## src/rtl/pipe_pkg.sv

```systemverilog
// Shared types for the pipeline hazard controller.
//   mc_state_e   : multi-cycle unit handshake FSM state
//   slot_flags_t : per back-end slot control bits (the destination register
//                  address lives in a separate array because its width is a
//                  parameter of the controller)
//   FWD_NONE     : forwarding select value meaning "read the register file"
package pipe_pkg;

   typedef enum logic {
      IDLE = 1'b0,
      BUSY = 1'b1
   } mc_state_e;

   typedef struct packed {
      logic valid;
      logic reg_write;
      logic is_load;
      logic is_mc;
   } slot_flags_t;

   localparam int FWD_NONE = 0;

endpackage

```

## src/rtl/fwd_select.sv

```systemverilog
// Forwarding priority encoder for one source operand.
//   hit : per back-end slot, that slot may supply the operand (bit0 = EX)
//   sel : FWD_NONE when no hit, otherwise 1 + index of the youngest hit
module fwd_select
   import pipe_pkg::*;
#(
   parameter int NB    = 3,
   parameter int FWD_W = 2
) (
   input  logic [NB-1:0]    hit,
   output logic [FWD_W-1:0] sel
);

   // Walk from oldest to youngest so the youngest producer wins.
   always_comb begin
      sel = FWD_W'(FWD_NONE);
      for (int s = NB - 1; s >= 0; s--) begin
         if (hit[s]) sel = FWD_W'(s + 1);
      end
   end

endmodule

```

## src/rtl/pipe_hazard_ctrl.sv

```systemverilog
// Hazard / interlock controller for the in-order integer pipeline.
// Tracks the back-end slots (EX..WB), produces front/back stalls, the redirect
// flush, per-operand forwarding selects and the multi-cycle unit handshake.
//   clk, reset (async, active low)
//   id_*          : decode-stage instruction description
//   ex_redirect   : taken branch/jump resolved in EX
//   cpu_halt      : stop issuing from decode
//   mc_done       : multi-cycle result valid pulse
//   mc_start      : multi-cycle start pulse
//   stall_front   : hold PC, IF/ID, ID/EX
//   stall_back    : hold EX/MEM and later
//   flush_front   : clear IF/ID and ID/EX
//   fwd_rs1/2_sel : 0 = regfile, k = result of slot k-1
//   slot_valid    : valid per back-end slot, bit0 = EX
//   mc_err        : sticky multi-cycle timeout flag
module pipe_hazard_ctrl
   import pipe_pkg::*;
#(
   parameter  int NUM_STAGES = 5,
   parameter  int REG_ADDR_W = 5,
   parameter  int LOAD_LAT   = 1,
   parameter  int MC_TIMEOUT = 64,
   localparam int NB         = NUM_STAGES - 2,
   localparam int FWD_W      = $clog2(NB + 1)
) (
   input  logic                  clk,
   input  logic                  reset,
   input  logic                  id_valid,
   input  logic [REG_ADDR_W-1:0] id_rs1,
   input  logic [REG_ADDR_W-1:0] id_rs2,
   input  logic                  id_use_rs1,
   input  logic                  id_use_rs2,
   input  logic [REG_ADDR_W-1:0] id_rd,
   input  logic                  id_reg_write,
   input  logic                  id_is_load,
   input  logic                  id_is_mc,
   input  logic                  ex_redirect,
   input  logic                  cpu_halt,
   input  logic                  mc_done,
   output logic                  mc_start,
   output logic                  stall_front,
   output logic                  stall_back,
   output logic                  flush_front,
   output logic [FWD_W-1:0]      fwd_rs1_sel,
   output logic [FWD_W-1:0]      fwd_rs2_sel,
   output logic [NB-1:0]         slot_valid,
   output logic                  mc_err
);

   localparam int CNT_W = $clog2(MC_TIMEOUT + 1);

   slot_flags_t [NB-1:0]                 slot_q, slot_d;
   logic        [NB-1:0][REG_ADDR_W-1:0] slot_rd_q, rd_d;

   logic [NB-1:0] m1, m2, young_ld;
   logic          load_use, flush_c, issue;

   mc_state_e        state_q, state_d;
   logic [CNT_W-1:0] cnt_q, cnt_d;
   logic             err_q, err_d;
   logic             mc_start_c, busy_stall, timeout_hit;

   // ---------------- slot match / next-slot generation ----------------
   for (genvar s = 0; s < NB; s++) begin : g_slot
      assign m1[s] = slot_q[s].valid & slot_q[s].reg_write & (slot_rd_q[s] == id_rs1)
                   & (id_rs1 != '0) & id_use_rs1;
      assign m2[s] = slot_q[s].valid & slot_q[s].reg_write & (slot_rd_q[s] == id_rs2)
                   & (id_rs2 != '0) & id_use_rs2;
      // load data is not available yet in the first LOAD_LAT slots
      assign young_ld[s]   = slot_q[s].is_load & (s < LOAD_LAT);
      assign slot_valid[s] = slot_q[s].valid;

      if (s == 0) begin : g_head
         assign slot_d[0] = issue ? slot_flags_t'{1'b1, id_reg_write, id_is_load, id_is_mc}
                                  : slot_flags_t'('0);
         assign rd_d[0]   = issue ? id_rd : '0;
      end else begin : g_tail
         assign slot_d[s] = slot_q[s-1];
         assign rd_d[s]   = slot_rd_q[s-1];
      end
   end

   assign load_use = |((m1 | m2) & young_ld);

   always_ff @(posedge clk or negedge reset) begin
      if (!reset) begin
         slot_q    <= '0;
         slot_rd_q <= '0;
      end else if (!stall_back) begin
         slot_q    <= slot_d;
         slot_rd_q <= rd_d;
      end
   end

   // ---------------- forwarding ----------------
   fwd_select #(.NB(NB), .FWD_W(FWD_W)) u_fwd_rs1 (.hit(m1 & ~young_ld), .sel(fwd_rs1_sel));
   fwd_select #(.NB(NB), .FWD_W(FWD_W)) u_fwd_rs2 (.hit(m2 & ~young_ld), .sel(fwd_rs2_sel));

   // ---------------- multi-cycle handshake ----------------
   // The stall drops combinationally in the cycle that ends BUSY (done or the
   // final timeout cycle) so the mc op leaves EX on that edge and cannot
   // retrigger mc_start once the FSM is back in IDLE.
   always_comb begin
      state_d     = state_q;
      cnt_d       = cnt_q;
      err_d       = err_q;
      mc_start_c  = 1'b0;
      busy_stall  = 1'b0;
      timeout_hit = 1'b0;
      case (state_q)
         IDLE: begin
            if (slot_q[0].valid & slot_q[0].is_mc) begin
               mc_start_c = 1'b1;
               state_d    = BUSY;
               cnt_d      = '0;
            end
         end
         BUSY: begin
            timeout_hit = (cnt_q == CNT_W'(MC_TIMEOUT - 1));
            if (mc_done) begin
               state_d = IDLE;
            end else if (timeout_hit) begin
               state_d = IDLE;
               err_d   = 1'b1;
            end else begin
               busy_stall = 1'b1;
               cnt_d      = cnt_q + 1'b1;
            end
         end
         default: state_d = IDLE;
      endcase
   end

   always_ff @(posedge clk or negedge reset) begin
      if (!reset) begin
         state_q <= IDLE;
         cnt_q   <= '0;
         err_q   <= 1'b0;
      end else begin
         state_q <= state_d;
         cnt_q   <= cnt_d;
         err_q   <= err_d;
      end
   end

   // ---------------- stall / flush priority ----------------
   // mc stall > redirect flush > load-use > halt; reset forces all low.
   assign stall_back  = mc_start_c | busy_stall;
   assign flush_c     = ex_redirect & ~stall_back;
   assign stall_front = reset & (stall_back | (~flush_c & (load_use | cpu_halt)));
   assign flush_front = reset & flush_c;
   assign issue       = id_valid & ~stall_front & ~flush_front & ~cpu_halt;
   assign mc_start    = mc_start_c;
   assign mc_err      = err_q;

endmodule

```

## config.mk

```make
export PLATFORM = sky130hd
export DESIGN_NAME = pipe_hazard_ctrl
export DESIGN_NICKNAME = d
export VERILOG_FILES = /design/src/rtl/pipe_pkg.sv /design/src/rtl/fwd_select.sv /design/src/rtl/pipe_hazard_ctrl.sv
export SDC_FILE = /design/constraint.sdc
export NUM_CORES = 1
export LEC_CHECK = 0
export ABC_CLOCK_PERIOD_IN_PS = 4500
export CAP_MARGIN = 20
export CORE_UTILIZATION = 60
export DETAILED_ROUTE_END_ITERATION = 8
export DONT_BUFFER_PORTS = 1
export HOLD_SLACK_MARGIN = 0.06
export PLACE_DENSITY = 0.76
export SYNTH_ARGS = -nofsm -noshare
export SYNTH_HDL_FRONTEND = slang
export SYNTH_SLANG_ARGS = --single-unit
export TNS_END_PERCENT = 10
```

## constraint.sdc

```tcl
create_clock -name clk -period 4.5 [get_ports clk]
set_input_delay 1.125 -clock clk [delete_from_list [all_inputs] [get_ports clk]]
set_output_delay 1.125 -clock clk [all_outputs]
set_load 0.03 [all_outputs]
```

# Word level (Yosys, flattened, before mapping)
# Index checks and enable logic that the tools add are counted.
classes:
  add_sub_neg: 1
  n_mul: 0
  n_div: 0
  order_cmp: 0
  eq_ne: 10
  shifts: 0
  muxes: 18
  bitwise: 44
  n_reduce_logical: 5
ops:
  columns: ["cell", "count"]
  rows:
  - ["5-bit equality test", 6]
  - ["1-bit AND", 29]
  - ["7-bit two-way mux", 3]
  - ["7-bit one-hot mux with 2 select lines", 1]
  - ["2-bit two-way mux", 6]
  - ["5-bit nonzero test", 2]
  - ["7-bit by 1-bit adder with 7-bit output (second input constant)", 1]
  - ["7-bit by 6-bit equality test with 1-bit output (second input constant)", 1]
  - ["1-bit NOT", 7]
  - ["3-bit AND", 2]
  - ["2-bit != test (second input constant)", 3]
  - ["3-bit AND reduction", 2]
  - ["1-bit two-way mux", 5]
  - ["5-bit two-way mux", 1]
  - ["4-bit two-way mux", 1]
  - ["3-bit by 1-bit AND with 3-bit output", 1]
  - ["1-bit NOT with 3-bit output", 1]
  - ["1-bit OR", 3]
  - ["3-bit OR", 1]
  - ["3-bit OR reduction", 1]
  - ["1-bit one-hot mux with 2 select lines", 1]
word_totals:
  reg_bits: 32
  latch_bits: 0
  ram_bits: 0
  rom_bits: 0
  memories: 0

# Logic depth before layout (Yosys ltp)
# Gate-level depths: netlist of run 1.
logic_depth:
  depth_word: 16
  depth_mapped: 8
  depth_no_buf: 6

# Cells and area by module
# A second synthesis of run 1 with hierarchy kept.
unflattened:
  cells_unflattened: 208
  hier_area_um2: 1875.5
modules_own_cells:
  columns: ["module", "n_inst", "cells_each", "area_per_inst_um2"]
  rows:
  - ["pipe_hazard_ctrl", 1, 200, 1838.0]
  - ["fwd_select", 2, 4, 18.8]

# Worst setup path after synthesis of run 1
# No wires, ideal clock.
synth_timing:
  path_type: "input -> output"
  startpoint: "input port id_rs2[0]"
  endpoint: "output port fwd_rs2_sel[1]"
  arrival_time_ns: 2.483
  required_ns: 3.375
  slack_ns: 0.892
  cell_stages: 5
  n_path_buf: 0
  path_cell_list: "or4_1 o21ai_2 or3_4 nor2_1 a21oi_1"
synth_between:
  elab_chain_cells: 8
  elab_cells_between_ends: 17
synth_rtl:
  columns: ["item", "line_no", "text"]
  rows:
  - ["start: declaration", "pipe_hazard_ctrl.sv:30", "input logic [REG_ADDR_W-1:0] id_rs2,"]
  - ["5-bit equality test", "pipe_hazard_ctrl.sv:67", "assign m2[s] = slot_q[s].valid & slot_q[s].reg_write & (slot_rd_q[s] == id_rs2)"]
  - ["1-bit AND", "pipe_hazard_ctrl.sv:67", null]
  - ["1-bit AND (2 in series)", "pipe_hazard_ctrl.sv:68", "& (id_rs2 != '0) & id_use_rs2;"]
  - ["3-bit AND *", "pipe_hazard_ctrl.sv:97", "fwd_select #(.NB(NB), .FWD_W(FWD_W)) u_fwd_rs2 (.hit(m2 & ~young_ld), .sel(fwd_rs2_sel));"]
  - ["2-bit two-way mux (2 in series)", "fwd_select.sv:18", "if (hit[s]) sel = FWD_W'(s + 1);"]
  - ["2-bit two-way mux *", "fwd_select.sv:18", null]
  - ["end: declaration", "pipe_hazard_ctrl.sv:45", "output logic [FWD_W-1:0] fwd_rs2_sel,"]
# Mark *: on every way between the ends. The rest lies on a longest branch, timed or not.

# Worst setup path in the final report of run 1
# Same ends and word-level chain as after synthesis.

==> results.toml, run 1 <==
[run_status]
status = "complete, but fails checks"
violations = "design-rule violations"

[worst_setup_path]
r2r-end = "rd_d[10]"
critical_path_class = "in -> out"
cp-end-kind = "primary output"
cp-start-kind = "input pin"
r2r_slack_ns = 2.40
crit_fanout = 4
cp.required_ns = 3.38
timing.rr.start = "cnt_q[0]"
crit_arrival_ns = 2.60
reg2reg_depth = 6

[sta]
min_period_ns = 3.72
fin_ws_ns = 0.780
whs_ns = 0.478
finalClockSkew_ns = 0.00494
report.final.slew_viol_count = 0
hold_viol_final = 0
setup-violations-final = 0
period_share_pct = 82.7
fin_tns_setup_ns = 0
tightest_slew_ns = 0.667
maxSlewHeadroom_pct = 55.6
fmax_mhz = 269
grt_setup_unrepaired = "no"

[floorplan]
fp.dieH_um = 57.9
die_w_um = 57.9
start_util_pct = 65.7
ios = 38
placementRows = 19
die-area_um2 = 3350
core_um2 = 2850

[global_route]
antenna_found_initial = 0
grt_pass1_vias = 1385
grt_first_pass_wirelength_um = 6310
grt_max_degree = 36
grtUsageTotal_pct = 25.8
overflow = 0

[layout]
drive_gt1_share_pct = 18.0
n_fill_cell = 227
final_cell_mix = "dfrtp_1, xnor2_1, nand2_1"
area_growth_pct = 4.34
multiInputGateArea_um2 = 1030
final_common_cell = "dfrtp_1"
diodes = 0
seq_area_um2 = 801
fin_nets = 216
finish.utilization_pct = 68.5

[logic_synthesis]
synth_cell_types = 36
syn_area_um2 = 1870
syn-num-nets = 212
yosysTopAreaCell = "dfrtp_1"
yosys.area.top_type_share_pct = 42.8
synth_edf_count = 0
postSynth.asyncResetShare_pct = 100
synth.area.top_cells = "dfrtp_1, xnor2_1, mux2_2, nand2_1, o21ai_1"
avgSynthCellArea_um2 = 10.1
ys_ff_latch = 32
synth-seq-area-share_pct = 42.8
ys_warn_count = 0
netlist_instances = 185
synthFlopType = "dfrtp_1"

[detailed_routing]
drt_first_pass_iters = 6
detail_route.wl_per_cell_um = 17.1
drc = 4
first_iter_violations = 70
ant_nets = 0
via_count = 1369
routed_wl_um = 3770
vias_per_cell = 6.22

[placed_design]
hpwl_um = 2960
place_congestion = 0.951
pre_cts_slack_ns = 0.784
port-buffer-count = 0

[power_and_ir_drop]
p_leak_nw = 0.798
power_density_nw_per_um2 = 442
vdd_drop_max_uv = 229

[flow_run]
drv_cap = 0

[clock_network]
cts_setup_buffers = 0
clock_latency_ns = 0.33
cts_tree = "built"
cts-root-buf = "clkbuf_4"
postCtsHoldBufs = 0
htree_levels = 2
cts_buffer_depth = 2
cts_resized = 0
clock-sinks = 32
cts_made_buffers = 5
path_clk_slew_ns = 0.09

[worst_hold_path]
hold_class = "in -> async"
## power by group
group          leakage [nW]  internal, W  total [W]  switching, W
Clock                0.0281    0.0000575   0.000150     0.0000926
Sequential            0.424     0.000360   0.000461      0.000101
Combinational         0.345     0.000129   0.000253      0.000125
## per-stage QoR
step | total power (W) | instance area (um2) | instances
floorplan | 0.000669 | 1870 | 185
global placement | 0.000704 | 1910 | 213
detailed placement | 0.000721 | 1910 | 213
CTS | 0.000871 | 1950 | 220
global route | 0.000920 | 1950 | 220
finish | 0.000864 | 1950 | 220
## flip-flops by register name, indices dropped and copies added, names as in the netlist
| name | cells |
|---|---|
| state_q | 1 |
| mc_err | 1 |
| rd_d | 10 |
| slot_q | 1 |
| cnt_q | 7 |
| slot_d | 4 |
| slot_valid | 3 |
| slot_rd_q | 5 |
## worst max-delay path, stage by stage
cell and delay (ns):
or4_1 0.56, o21ai_2 0.18, or3_4 0.18, nor2_1 0.04, a21oi_1 0.51
## synth_stat cells, types with 2 or more instances
cell type / n
a21oi_1: 5
o21ai_1: 9
xor2_1: 4
nor2_1: 9
nand4_1: 6
inv_1: 3
mux2_2: 14
nand3_1: 6
nand2b_1: 2
xnor2_1: 29
or3_4: 2
a211oi_1: 2
nand2_1: 27
dfrtp_1: 32
or4_1: 6
o21ai_2: 3
buf_2: 3
buf_4: 3
o21ai_0: 3
## cell families after synthesis
| kind of cell | synth area share (%) |
|---|---|
| buf+inv | 2.60 |
| fa+ha+maj | 0.668 |
| mux | 8.95 |
| xor+xnor | 15.4 |
| simple gates | 18.2 |
| compound gates | 11.4 |
| flops | 42.8 |
## metal layers
| metal | share of wire (%) | GRT usage (%) |
|---|---|---|
| met1 | 43 | 33.3 |
| met5 | 0 | 0 |
| met4 | 2.7 | 15.3 |
| met3 | 7.8 | 7.59 |
| met2 | 46 | 38.4 |
## how the worst max path moves through the flow
stage	from	to	slack, ns
5_1_grt	id_rs2[0]	fwd_rs2_sel[1]	0.73
2_1_floorplan	id_rs2[0]	fwd_rs2_sel[1]	0.89
3_3_place_gp	id_rs2[0]	fwd_rs2_sel[1]	0.81
6_report	id_rs2[0]	fwd_rs2_sel[1]	0.78
3_5_place_dp	id_rs2[0]	fwd_rs2_sel[1]	0.78
4_1_cts	id_rs2[0]	fwd_rs2_sel[1]	0.78
## area by class of cell
| class | count | share of cell area [%] |
|---|---|---|
| sequential | 32 | 41.0 |
| timing repair buffer | 3 | 1.15 |
| inverter | 3 | 0.576 |
| clock inverter | 1 | 0.256 |
| multi-input combinational | 144 | 52.9 |
| clock buffer | 6 | 2.11 |
| tap | 31 | 1.98 |
(Power assumes the default switching activity.)
==> run 2, diff against run 1 <==
- ABC_CLOCK_PERIOD_IN_PS: 4500 -> 3550
- clock period: 4.5 -> 3.55 ns (I/O delays scaled with it)
==> run 2 against run 1 <==
Compared with the run above: the run still ends with design-rule violations left; non-clock buffer count rose by 3; sequential share of layout area fell by 0.85 points; clock skew rose by 0.0081 ns; combinational power rose by 27%; critical path type unchanged; setup slack got worse by 0.36 ns; global-route usage fell by 0.31 points.
==> results.toml, run 2 (synthesis results as in run 1) <==
[layout]
largest_register_ffs = 10
final_common_cell = "dfrtp_1"
n_fill_cell = 208
fin_nets = 219
diodes = 0
final_cell_mix = "dfrtp_1, xnor2_1, nand2_1"
drive_gt1_share_pct = 19.8
area_growth_pct = 6.55
stdcell_area_um2 = 2000
finish.utilization_pct = 70.0

[global_route]
grtUsageTotal_pct = 25.5
grt_first_pass_wirelength_um = 6290
grt_pass1_vias = 1333
antenna_found_initial = 0
overflow = 0
grt_max_degree = 36

[power_and_ir_drop]
p_leak_nw = 0.823
vdd_drop_max_uv = 316
power_density_nw_per_um2 = 570
clkPwrFrac_pct = 20.4
p_int_w = 0.000732
combPwrFrac_pct = 28.3
p_seq_share_pct = 51.3
sw_frac_of_total_pct = 35.6
p_switching_w = 0.000405

[floorplan]
placementRows = 19
die-area_um2 = 3350
die_w_um = 57.9
ios = 38
start_util_pct = 65.7
core_um2 = 2850
fp.dieH_um = 57.9

[sta]
report.final.slew_viol_count = 0
fin_tns_setup_ns = 0
setup-violations-final = 0
min_period_ns = 3.13
maxSlewHeadroom_pct = 63.8
finalClockSkew_ns = 0.0131
hold_viol_final = 0
period_share_pct = 88.0
grt_setup_unrepaired = "no"
tightest_slew_ns = 0.542
fmax_mhz = 320

[detailed_routing]
ant_nets = 0
via_count = 1388
detail_route.wl_per_cell_um = 16.9
drc = 4
vias_per_cell = 6.22
first_iter_violations = 91
drt_first_pass_iters = 6
routed_wl_um = 3770

[clock_network]
cts_buffer_depth = 2
postCtsHoldBufs = 0
htree_levels = 2
clock_latency_ns = 0.33
path_clk_slew_ns = 0.10
cts-root-buf = "clkbuf_4"
cts_tree = "built"
cts_resized = 0
cts_setup_buffers = 0
clock-sinks = 32
cts_made_buffers = 5

[worst_setup_path]
crit_fanout = 4
critical_path_class = "in -> out"
crit_arrival_ns = 2.24
cp-start-kind = "input pin"
cp.required_ns = 2.66
cp-end-kind = "primary output"
reg2reg_depth = 6

[flow_run]
drv_cap = 0

[placed_design]
placed_cell_area_um2 = 1930
place_congestion = 0.955
hpwl_um = 2960
port-buffer-count = 0

[run_status]
status = "complete, but fails checks"
violations = "design-rule violations"

[worst_hold_path]
hold_class = "in -> async"
==> run 2: changes by cell type in the layout (fill, tap and decap cells not counted), sizes merged <==
cell and delta:
clkinv -1, buf +3, clkbuf +1
==> run 2: final cells by class <==
type	instances	area (um2)	area share, %
Timing Repair Buffer	6	45.0	2.26
Tap cell	31	38.8	1.94
Sequential cell	32	801	40.1
Clock buffer	7	65.1	3.26
Inverter	3	11.3	0.564
Multi-Input combinational cell	144	1030	51.8
==> run 2: worst max-delay path: stages <==
cell and delay, ns:
or4_1 0.58, o21ai_2 0.18, or3_4 0.17, a21boi_0 0.09, o211a_1 0.33
==> run 2: stage by stage <==
stage	hold WS (ns)	power, W	cells	worst slack, ns
after global placement	0.480	0.000894	216	0.473
after detailed placement	0.503	0.000910	216	0.427
after global routing	0.209	0.00121	223	0.389
final	0.236	0.00114	223	0.424
after floorplan	0.470	0.000848	185	0.417
after CTS	0.231	0.00114	223	0.425
==> run 2: per-layer routing <==
metal,vias to the layer above,part of all wire (%),track usage [%]
li1,661,-,-
met1,664,43,35.4
met2,57,46,38.6
met3,6,9.0,6.70
met4,0,1.8,9.18
met5,-,0,0
==> run 2: power groups by stage <==
stage	Sequential, W	Combinational [W]	Clock (W)
after global routing	0.000597	0.000355	0.000257
after floorplan	0.000538	0.000310	0
after CTS	0.000581	0.000323	0.000237
after global placement	0.000584	0.000310	0
final	0.000583	0.000322	0.000232
after detailed placement	0.000588	0.000322	0
==> run 2: path summary, 6_finish.rpt <==
path | from | endpoint | slack (ns)
max | id_rs2[0] | stall_front | 0.42
min | reset | cnt_q[2] | 0.24
max reg2reg | cnt_q[0] | slot_rd_q[12] | 1.29
min reg2reg | cnt_q[6] | cnt_q[6] | 0.52
max in group asynchronous | reset | rd_d[12] | 3.22
min in group clk | cnt_q[6] | cnt_q[6] | 0.52
